**src/rtl/adc_serial_capture.sv**
```systemverilog
// adc_serial_capture
//   Serial front end for an ADCS7476-class ADC. The block runs 16-clock frames:
//   4 leading zeros, then 12 data bits MSB first. It drives CS and SCLK, shifts
//   in SO, and delivers 12-bit samples with a one-cycle valid strobe.
//
// Parameters
//   CLK_DIV      : SCLK half-period in clk cycles (>=1)
//   QUIET_CYCLES : minimum CS-high cycles between frames (>=1)
//
// Ports
//   clk          : system clock
//   reset        : asynchronous active-high reset
//   cont         : 1 = back-to-back conversions
//   start        : single-shot request, honoured only when idle
//   adc_cs       : ADC chip select, active low
//   adc_sclk     : ADC serial clock, idles high
//   adc_so       : ADC serial data
//   sample       : last captured conversion
//   sample_valid : one-cycle pulse when sample updates
//   frame_err    : leading bits of the last frame were not all zero
//   busy         : frame or quiet period in progress
module adc_serial_capture #(
  parameter int CLK_DIV      = 2,
  parameter int QUIET_CYCLES = 4
) (
  input  logic        clk,
  input  logic        reset,
  input  logic        cont,
  input  logic        start,
  output logic        adc_cs,
  output logic        adc_sclk,
  input  logic        adc_so,
  output logic [11:0] sample,
  output logic        sample_valid,
  output logic        frame_err,
  output logic        busy
);

  localparam int MAXC = (CLK_DIV > QUIET_CYCLES) ? CLK_DIV : QUIET_CYCLES;
  localparam int CW   = $clog2(MAXC + 1);
  localparam logic [CW-1:0] DIV_LAST   = CW'(CLK_DIV - 1);
  localparam logic [CW-1:0] QUIET_LAST = CW'(QUIET_CYCLES - 1);

  // HOLD is the final SCLK-high half period after the last capture.
  typedef enum logic [2:0] {IDLE, SETUP, SHIFT, HOLD, QUIET} state_t;

  state_t        state;
  logic [CW-1:0] cnt;
  logic [3:0]    bit_cnt;
  logic [15:0]   shreg;
  logic          go;

  assign go = cont | start;

  always_ff @(posedge clk or posedge reset) begin
    if (reset) begin
      state        <= IDLE;
      cnt          <= '0;
      bit_cnt      <= '0;
      shreg        <= '0;
      adc_cs       <= 1'b1;
      adc_sclk     <= 1'b1;
      sample       <= '0;
      sample_valid <= 1'b0;
      frame_err    <= 1'b0;
      busy         <= 1'b0;
    end else begin
      sample_valid <= 1'b0;
      case (state)
        IDLE: begin
          if (go) begin
            state  <= SETUP;
            adc_cs <= 1'b0;
            busy   <= 1'b1;
            cnt    <= '0;
          end
        end
        SETUP: begin
          if (cnt == DIV_LAST) begin
            cnt      <= '0;
            bit_cnt  <= '0;
            adc_sclk <= 1'b0;
            state    <= SHIFT;
          end else begin
            cnt <= cnt + 1'b1;
          end
        end
        SHIFT: begin
          if (cnt == DIV_LAST) begin
            cnt <= '0;
            if (!adc_sclk) begin
              // End of low phase: capture SO and raise SCLK on the same edge.
              shreg    <= {shreg[14:0], adc_so};
              adc_sclk <= 1'b1;
              bit_cnt  <= bit_cnt + 4'd1;
              if (bit_cnt == 4'd15) state <= HOLD;
            end else begin
              adc_sclk <= 1'b0;
            end
          end else begin
            cnt <= cnt + 1'b1;
          end
        end
        HOLD: begin
          if (cnt == DIV_LAST) begin
            cnt          <= '0;
            adc_cs       <= 1'b1;
            sample       <= shreg[11:0];
            frame_err    <= |shreg[15:12];
            sample_valid <= 1'b1;
            state        <= QUIET;
          end else begin
            cnt <= cnt + 1'b1;
          end
        end
        QUIET: begin
          if (cnt == QUIET_LAST) begin
            cnt <= '0;
            // A request on the last quiet edge starts the next frame directly.
            if (go) begin
              state  <= SETUP;
              adc_cs <= 1'b0;
            end else begin
              state <= IDLE;
              busy  <= 1'b0;
            end
          end else begin
            cnt <= cnt + 1'b1;
          end
        end
        default: state <= IDLE;
      endcase
    end
  end

endmodule

```
**config.mk**
```make
export PLATFORM = sky130hd
export DESIGN_NAME = adc_serial_capture
export DESIGN_NICKNAME = d
export VERILOG_FILES = /design/src/rtl/adc_serial_capture.sv
export SDC_FILE = /design/constraint.sdc
export NUM_CORES = 1
export LEC_CHECK = 0
export CAP_MARGIN = 20
export CORE_UTILIZATION = 38
export CTS_CLUSTER_SIZE = 10
export DETAILED_ROUTE_END_ITERATION = 10
export MAX_ROUTING_LAYER = met4
export PLACE_DENSITY = 0.54
export SYNTH_ARGS = -nofsm -noshare
export SYNTH_HDL_FRONTEND = slang
export SYNTH_SLANG_ARGS = --single-unit
```
**constraint.sdc**
```tcl
create_clock -name clk -period 5.55 [get_ports clk]
set_clock_uncertainty 0.15 [all_clocks]
set_input_delay 1.11 -clock clk [delete_from_list [all_inputs] [get_ports clk]]
set_output_delay 1.11 -clock clk [all_outputs]
set_load 0.05 [all_outputs]
```
Yosys cells after proc, flatten, opt, wreduce, memory -nomap -nowiden --
Index checks and enable logic that the tools add are counted. Widths: inputs -> output; s select.
Storage, ports and cells: logic and storage cells 75, bits in registers 43
Operators by class: bitwise gates (word level) 2, add/sub/neg operators 2, muxes and demuxes 31, reductions and logical operators 15, eq/ne operators 15
Operators with widths (number):
- $mux 3 | 10
- $ne 2x2->1 const B | 8
- $pmux 3 s5 | 1
- $mux 1 | 12
- $mux 4 | 3
- $eq 3x2->1 const B | 3
- $pmux 3 s3 | 1
- $reduce_and 3->1 | 3
- $pmux 4 s2 | 1
- $reduce_and 4->1 | 2
- $reduce_and 7->1 | 1
- $eq 3x1->1 const B | 2
- $reduce_bool 3->1 | 2
- $add 4x1->4 const B | 1
- $eq 4x4->1 const B | 1
- $pmux 1 s2 | 2
- $reduce_and 2->1 | 2
- $reduce_bool 2->1 | 2
- $reduce_or 4->1 | 1
- $add 3x1->3 const B | 1
- $eq 3x3->1 const B | 1
- $logic_not 3->1 | 1
- $pmux 1 s3 | 1
- $reduce_or 3->1 | 1
- other kinds (2) | 2

Depth between registers and ports, before layout --
Gate-level depths: netlist of the first run.
depth after elaboration 5, depth in mapped cells 6

Least setup slack after synthesis of the first run --
No wires, ideal clock.
path type input-to-reg, from input port start, to register cnt[2], arrival time 1893 ps, setup slack 3440 ps, stages on the path 3, data required time 5334 ps, path buffers 0, cells stage by stage or4_1 -> o21ai_1 -> a221o_1
On the way: word-level cells in the longest chain between the ends 3
Ends and longest elaborated chain:
- start: declaration | RTL line 29 | input logic start,
- $or 1x1->1 | RTL line 53 | assign go = cont | start;
- $ne 2x2->1 (no source line)
- $reduce_and 2->1 (no source line)
- end signal: assignment | RTL line 85 | cnt <= cnt + 1'b1;
- end signal: assignment | RTL line 101 | cnt <= cnt + 1'b1;
- end signal: assignment | RTL line 113 | cnt <= cnt + 1'b1;
- end: declaration | RTL line 48 | logic [CW-1:0] cnt;
No other way between the ends. A chain may end at the register's enable or synchronous reset.

Worst setup path after layout of the first run --
from register adc_sclk, to output port adc_sclk
RTL lines:
- start: declaration | RTL line 31 | output logic adc_sclk,
- start signal: assignment | RTL line 62 | adc_sclk <= 1'b1;
- start signal: assignment | RTL line 82 | adc_sclk <= 1'b0;
- start signal: assignment | RTL line 94 | adc_sclk <= 1'b1;
No word-level cell between the ends.

==> results of run 1 <==
sequential cells by signal (all words and copies together), names as in the netlist:
signal        flops
shreg            16
sample_valid      1
state             3
sample           12
busy              1
bit_cnt           4
adc_cs            1
adc_sclk          1
cnt               3
frame_err         1
cell type report:
class | count | area, µm² | share of cell area
Sequential cell | 43 | 1080 | 0.453
Multi-Input combinational cell | 97 | 887 | 0.372
Timing Repair Buffer | 22 | 218 | 0.0914
Tap cell | 70 | 87.6 | 0.0368
Clock buffer | 6 | 72.6 | 0.0305
Inverter | 7 | 26.3 | 0.0110
Clock inverter | 2 | 12.5 | 0.00525
worst paths after layout:
check	from	end	slack, ns	depth (start not counted)
max	adc_sclk	adc_sclk	2.61	1
min	adc_cs	adc_cs	0.34	2
max reg2reg	cnt[1]	shreg[7]	3.51	5
min reg2reg	adc_cs	adc_cs	0.34	2
max in group asynchronous	reset	adc_sclk	3.76	3
min in group asynchronous	reset	busy	1.11	3
tightest hold or removal path, delay by kind of cell (launching register included):
| family | cells | cell delay [ns] |
|---|---|---|
| AO/OA/AOI/OAI | 1 | 0.06 |
| flip-flops | 1 | 0.37 |
| AND/OR/NAND/NOR | 1 | 0.06 |
per-stage QoR:
stage / power [mW] / util
global route: 0.556 / 0.463
CTS: 0.543 / 0.463
global placement: 0.347 / 0.447
detailed placement: 0.347 / 0.447
floorplan: 0.339 / -
finish: 0.531 / 0.463
cells in the final DEF, fill, tap and decap left out, types with 4 or more instances in the layout:
cell and instances:
clkdlybuf4s50_1 21, nand2_1 4, dfrtp_1 41, mux2_4 10, mux2_2 21, nor2_1 10
ha_1 5, clkbuf_8 5, o21ai_0 6, inv_1 7, nor2b_1 4
cells by family (layout without fill, tap and decap cells):
| logic type | after synthesis | in the layout | synth area share |
|---|---|---|---|
| flip-flops | 43 | 43 | 0.530 |
| AND/OR/NAND/NOR | 40 | 40 | 0.136 |
| multiplexers | 33 | 33 | 0.206 |
| AO/OA/AOI/OAI | 18 | 18 | 0.0584 |
| buffers and inverters | 13 | 37 | 0.0344 |
| adder cells (fa/ha/maj) | 5 | 5 | 0.0307 |
| XOR/XNOR | 1 | 1 | 0.00430 |
power by group through the flow:
| stage | registers, mW | clock network, mW | logic [mW] |
|---|---|---|---|
| 5_1_grt | 0.322 | 0.213 | 0.0215 |
| 6_report | 0.321 | 0.190 | 0.0194 |
| 3_3_place_gp | 0.327 | 0 | 0.0196 |
| 3_5_place_dp | 0.327 | 0 | 0.0201 |
| 2_1_floorplan | 0.327 | 0 | 0.0115 |
| 4_1_cts | 0.321 | 0.202 | 0.0201 |
synth_stat cells (2+ instances only):
cell type and instances:
nand2_1 4, o21ai_0 6, ha_1 5, nor2_1 10, buf_2 2, inv_1 7, o2bb2ai_1 2, a21oi_1 2
dfstp_2 2, nor3b_1 2, nor3_1 2, nor2b_1 4, mux2_2 21, or4_1 2, mux2_4 10, buf_6 2
and3_1 2, dfrtp_1 41, nand4bb_1 2
routing by layer:
metal / global-route usage / routed length (µm)
met5: - / 0
met4: 0.0617 / 49
met3: 0.0402 / 106
met2: 0.212 / 1570
met1: 0.178 / 1670
==> results.py, run 1 <==
metrics = {
    "die": {
        "die_w_um": 75.2,
        "die_height_um": 75.2,
        "design.core.area_um2": 5140,
        "die_area_um2": 5650,
        "io_pins": 22,
        "row_count": 26,
        "start_util": 0.396,
    },
    "final_layout": {
        "diodes": 0,
        "layout.cells.non_filler": 247,
        "n_fill_cell": 494,
        "drive_above_1_share": 0.266,
        "areaGrowthSynthToFinish_pct": 17.0,
        "stdcell_area_um2": 2380,
        "nets": 186,
    },
    "logic_synthesis": {
        "synth.area.top_cells": "dfrtp_1 (50%), mux2_2 (12%), mux2_4 (7.4%)",
        "synth_largest_area_cell": "dfrtp_1",
        "synth-edff-count": 0,
        "ys_types": 44,
        "syn_inst": 153,
        "synth_top_area_frac": 0.504,
        "yosysWarnings": 0,
        "async_reset_ff_frac": 1.00,
        "ys_ff_latch": 43,
        "ys_seq_area_frac": 0.530,
        "synth_area_um2": 2040,
        "syn_nets": 163,
        "avgSynthCellArea_um2": 13.3,
        "synthFlopType": "dfrtp_1",
    },
    "clock_network": {
        "post_cts_buffers": 0,
        "cts_hold_buf": 0,
        "cts.sinks": 43,
        "htree_num_levels": 2,
        "clockRootBuffer": "clkbuf_8",
        "numCtsBuffers": 5,
        "clkTransAtPathRegs_ns": 0.08,
        "clockBufferDepth": 2,
        "clk_latency_ns": 0.29,
        "cts_resized": 0,
        "cts_tree": "done",
    },
    "flow_run": {
        "cap_violations": 0,
    },
    "detailed_routing": {
        "drt_wl_total_mm": 3.40,
        "routedWlPerCell_um": 13.8,
        "viasPerCell": 4.94,
        "ant_nets": 0,
        "drt_iter0_drc": 61,
        "firstDrtPassIters": 4,
        "vias": 1221,
        "drc": 0,
    },
    "worst_setup_path": {
        "cp_max_fo": 6,
        "worst_ep_required_time_ns": 4.29,
        "path_buf_inv": 1,
        "cp-end-kind": "output pin",
        "slowest_stage": "clkdlybuf4s50_1",
        "path_class": "register to output pin",
        "start_kind": "register",
        "critical-path-top-delay-family": "buffers and inverters",
        "cpPeakStageDelay_ns": 0.81,
        "crit_arrival_ns": 1.68,
        "crit_chain": "clkdlybuf4s50_1",
    },
    "global_route": {
        "grt_max_degree": 44,
        "first_global_vias": 1223,
        "track_usage": 0.141,
        "grt_overflow": 0,
        "grt_pass1_wl_mm": 5.66,
        "antenna_found_initial": 0,
    },
    "run_status": {
        "outcome": "completed",
    },
    "timing": {
        "setup_violations": 0,
        "setup_ws_ns": 2.61,
        "tightest_slew_ns": 0.551,
        "rsz0062_at_grt": "no",
        "setup_tns_ns": 0,
        "period_needed_ns": 2.94,
        "holdWs_ns": 0.341,
        "max_slew_margin": 0.633,
        "hold_viol_final": 0,
        "min_period_over_period": 0.530,
        "max_freq_mhz": 340,
        "finalMaxSlewViolations": 0,
    },
    "power_and_ir_drop": {
        "comb_power_share": 0.037,
        "switchingPower_uw": 116,
        "power_density_nw_per_um2": 223,
        "ir_worst_vdd_mv": 0.174,
        "pwr-share-seq": 0.605,
        "clkPwrFrac": 0.358,
        "switching_share": 0.219,
        "p_int_uw": 415,
        "leakage_nw": 1.08,
    },
    "hold_path": {
        "holdCritPathClass": "register to register",
    },
    "place": {
        "hpwl_mm": 2.23,
        "numPlacedInstances": 239,
        "io_buffers": 21,
        "globalplace.congestion": 0.801,
        "pre_cts_ws_ns": 2.87,
        "detailed_place.area_um2": 2300,
    },
}
Power figures use the tool's default switching activity.
==> run 2, diff against run 1 <==
Clock period 5.55 ns to 2.88 ns, I/O delays scaled along.
==> run 2 against run 1 <==
Net effect:
- count of clock-buffer cells in the layout did not move
- utilization rose by 0.34 points
- hold slack improved by 0.0022 ns
- power rose by 110%
- sequential share of layout area fell by 0.33 points
- critical path type unchanged
- critical endpoint unchanged
- highest routed layer unchanged
==> results.py, run 2 (synthesis results as in run 1) <==
metrics = {
    "hold_path": {
        "holdCritPathClass": "register to register",
        "worstHoldStart": "adc_cs",
        "whs_path_depth": 2,
        "worstHoldEndpoint": "adc_cs",
    },
    "global_route": {
        "grt_overflow": 0,
        "first_global_vias": 1189,
        "grt_pass1_wl_mm": 5.66,
        "antenna_found_initial": 0,
        "grt_max_degree": 44,
        "track_usage": 0.141,
    },
    "final_layout": {
        "largest_reg_flops": 16,
        "top_regs": "shreg (16), sample (12), bit_cnt (4)",
        "layout.cells.non_filler": 246,
        "layout_commonest_cell": "dfrtp_1",
        "stdcell_area_um2": 2400,
        "final_util": 0.467,
        "drive_above_1_share": 0.261,
        "layout_common_cells": "dfrtp_1 (41), mux2_2 (21), clkdlybuf4s50_1 (21)",
        "diodes": 0,
        "areaGrowthSynthToFinish_pct": 17.9,
        "nets": 186,
        "max_flop_register": "shreg",
    },
    "power_and_ir_drop": {
        "leakage_nw": 1.09,
        "power_density_nw_per_um2": 460,
        "ir_worst_vdd_mv": 0.305,
        "power_mw": 1.10,
    },
    "die": {
        "design.core.area_um2": 5140,
        "row_count": 26,
        "io_pins": 22,
        "die_w_um": 75.2,
        "start_util": 0.396,
        "die_area_um2": 5650,
        "die_height_um": 75.2,
    },
    "detailed_routing": {
        "drt_wl_total_mm": 3.41,
        "ant_nets": 0,
        "drt_iter0_drc": 55,
        "viasPerCell": 4.95,
        "routedWlPerCell_um": 13.9,
        "vias": 1218,
        "firstDrtPassIters": 4,
        "drc": 0,
    },
    "place": {
        "detailed_place.area_um2": 2300,
        "pre_cts_ws_ns": 0.747,
        "hpwl_mm": 2.21,
        "numPlacedInstances": 239,
        "io_buffers": 21,
        "globalplace.congestion": 0.817,
    },
    "worst_setup_path": {
        "worst_ep_required_time_ns": 2.15,
        "cpPeakStageDelay_ns": 0.81,
        "r2r_cells": 5,
        "cp_max_fo": 6,
        "slowest_stage": "clkdlybuf4s50_1",
        "r2r_end": "shreg[7]",
        "start_kind": "register",
        "path_class": "register to output pin",
        "critical-path-top-delay-family": "buffers and inverters",
        "r2r_slack_ns": 0.83,
        "cp-end-kind": "output pin",
        "crit_chain": "clkdlybuf4s50_1",
        "rr_startpoint": "cnt[1]",
        "path_buf_inv": 1,
        "crit_arrival_ns": 1.67,
    },
    "clock_network": {
        "clk_latency_ns": 0.29,
        "clockRootBuffer": "clkbuf_8",
        "cts.sinks": 43,
        "cts_tree": "done",
        "post_cts_buffers": 0,
        "htree_num_levels": 2,
        "cts_hold_buf": 0,
        "clkTransAtPathRegs_ns": 0.08,
        "cts_resized": 0,
        "clockBufferDepth": 2,
        "numCtsBuffers": 5,
    },
    "flow_run": {
        "cap_violations": 0,
    },
    "timing": {
        "hold_viol_final": 0,
        "tightest_slew_ns": 0.554,
        "setup_violations": 0,
        "finalMaxSlewViolations": 0,
        "setup_tns_ns": 0,
        "rsz0062_at_grt": "no",
        "min_period_over_period": 0.834,
        "max_freq_mhz": 417,
        "period_needed_ns": 2.40,
        "setup_ws_ns": 0.479,
        "max_slew_margin": 0.631,
        "holdWs_ns": 0.344,
    },
    "run_status": {
        "outcome": "completed",
    },
}
-- run 2: changes by cell type in the layout (fill, tap and decap cells not counted), sizes merged --
cell,delta
clkinvlp,-1
clkinv,-1
bufinv,+1
-- run 2: cell type report --
cell class / count / area [µm²]
multi-input combinational: 97 / 887
timing repair buffer: 22 / 218
tap: 70 / 87.6
fill: 497 / 2740
inverter: 7 / 26.3
sequential: 43 / 1080
clock buffer: 6 / 72.6
clock inverter: 1 / 30.0
-- run 2: power by group --
group	internal (mW)	switching [mW]	total (mW)
Combinational	0.0181	0.0188	0.0369
Clock	0.254	0.193	0.447
Sequential	0.612	0.00719	0.619
Total	0.884	0.219	1.10
-- run 2: worst max-delay path by stage --
stage	from	endpoint	slack (ns)	cells after the start
floorplan	cnt[0]	cnt[1]	1.13	5
global placement	start	cnt[2]	0.79	4
detailed placement	start	cnt[2]	0.75	4
CTS	adc_sclk	adc_sclk	0.46	1
global route	adc_sclk	adc_sclk	0.42	1
finish	adc_sclk	adc_sclk	0.48	1
-- run 2: per-layer routing --
metal,vias to the layer above,global-route usage,share of wire
met3,6,0.0402,0.030
met2,18,0.205,0.45
met1,606,0.188,0.50
li1,588,-,-
met5,-,-,0
met4,0,0.0556,0.016
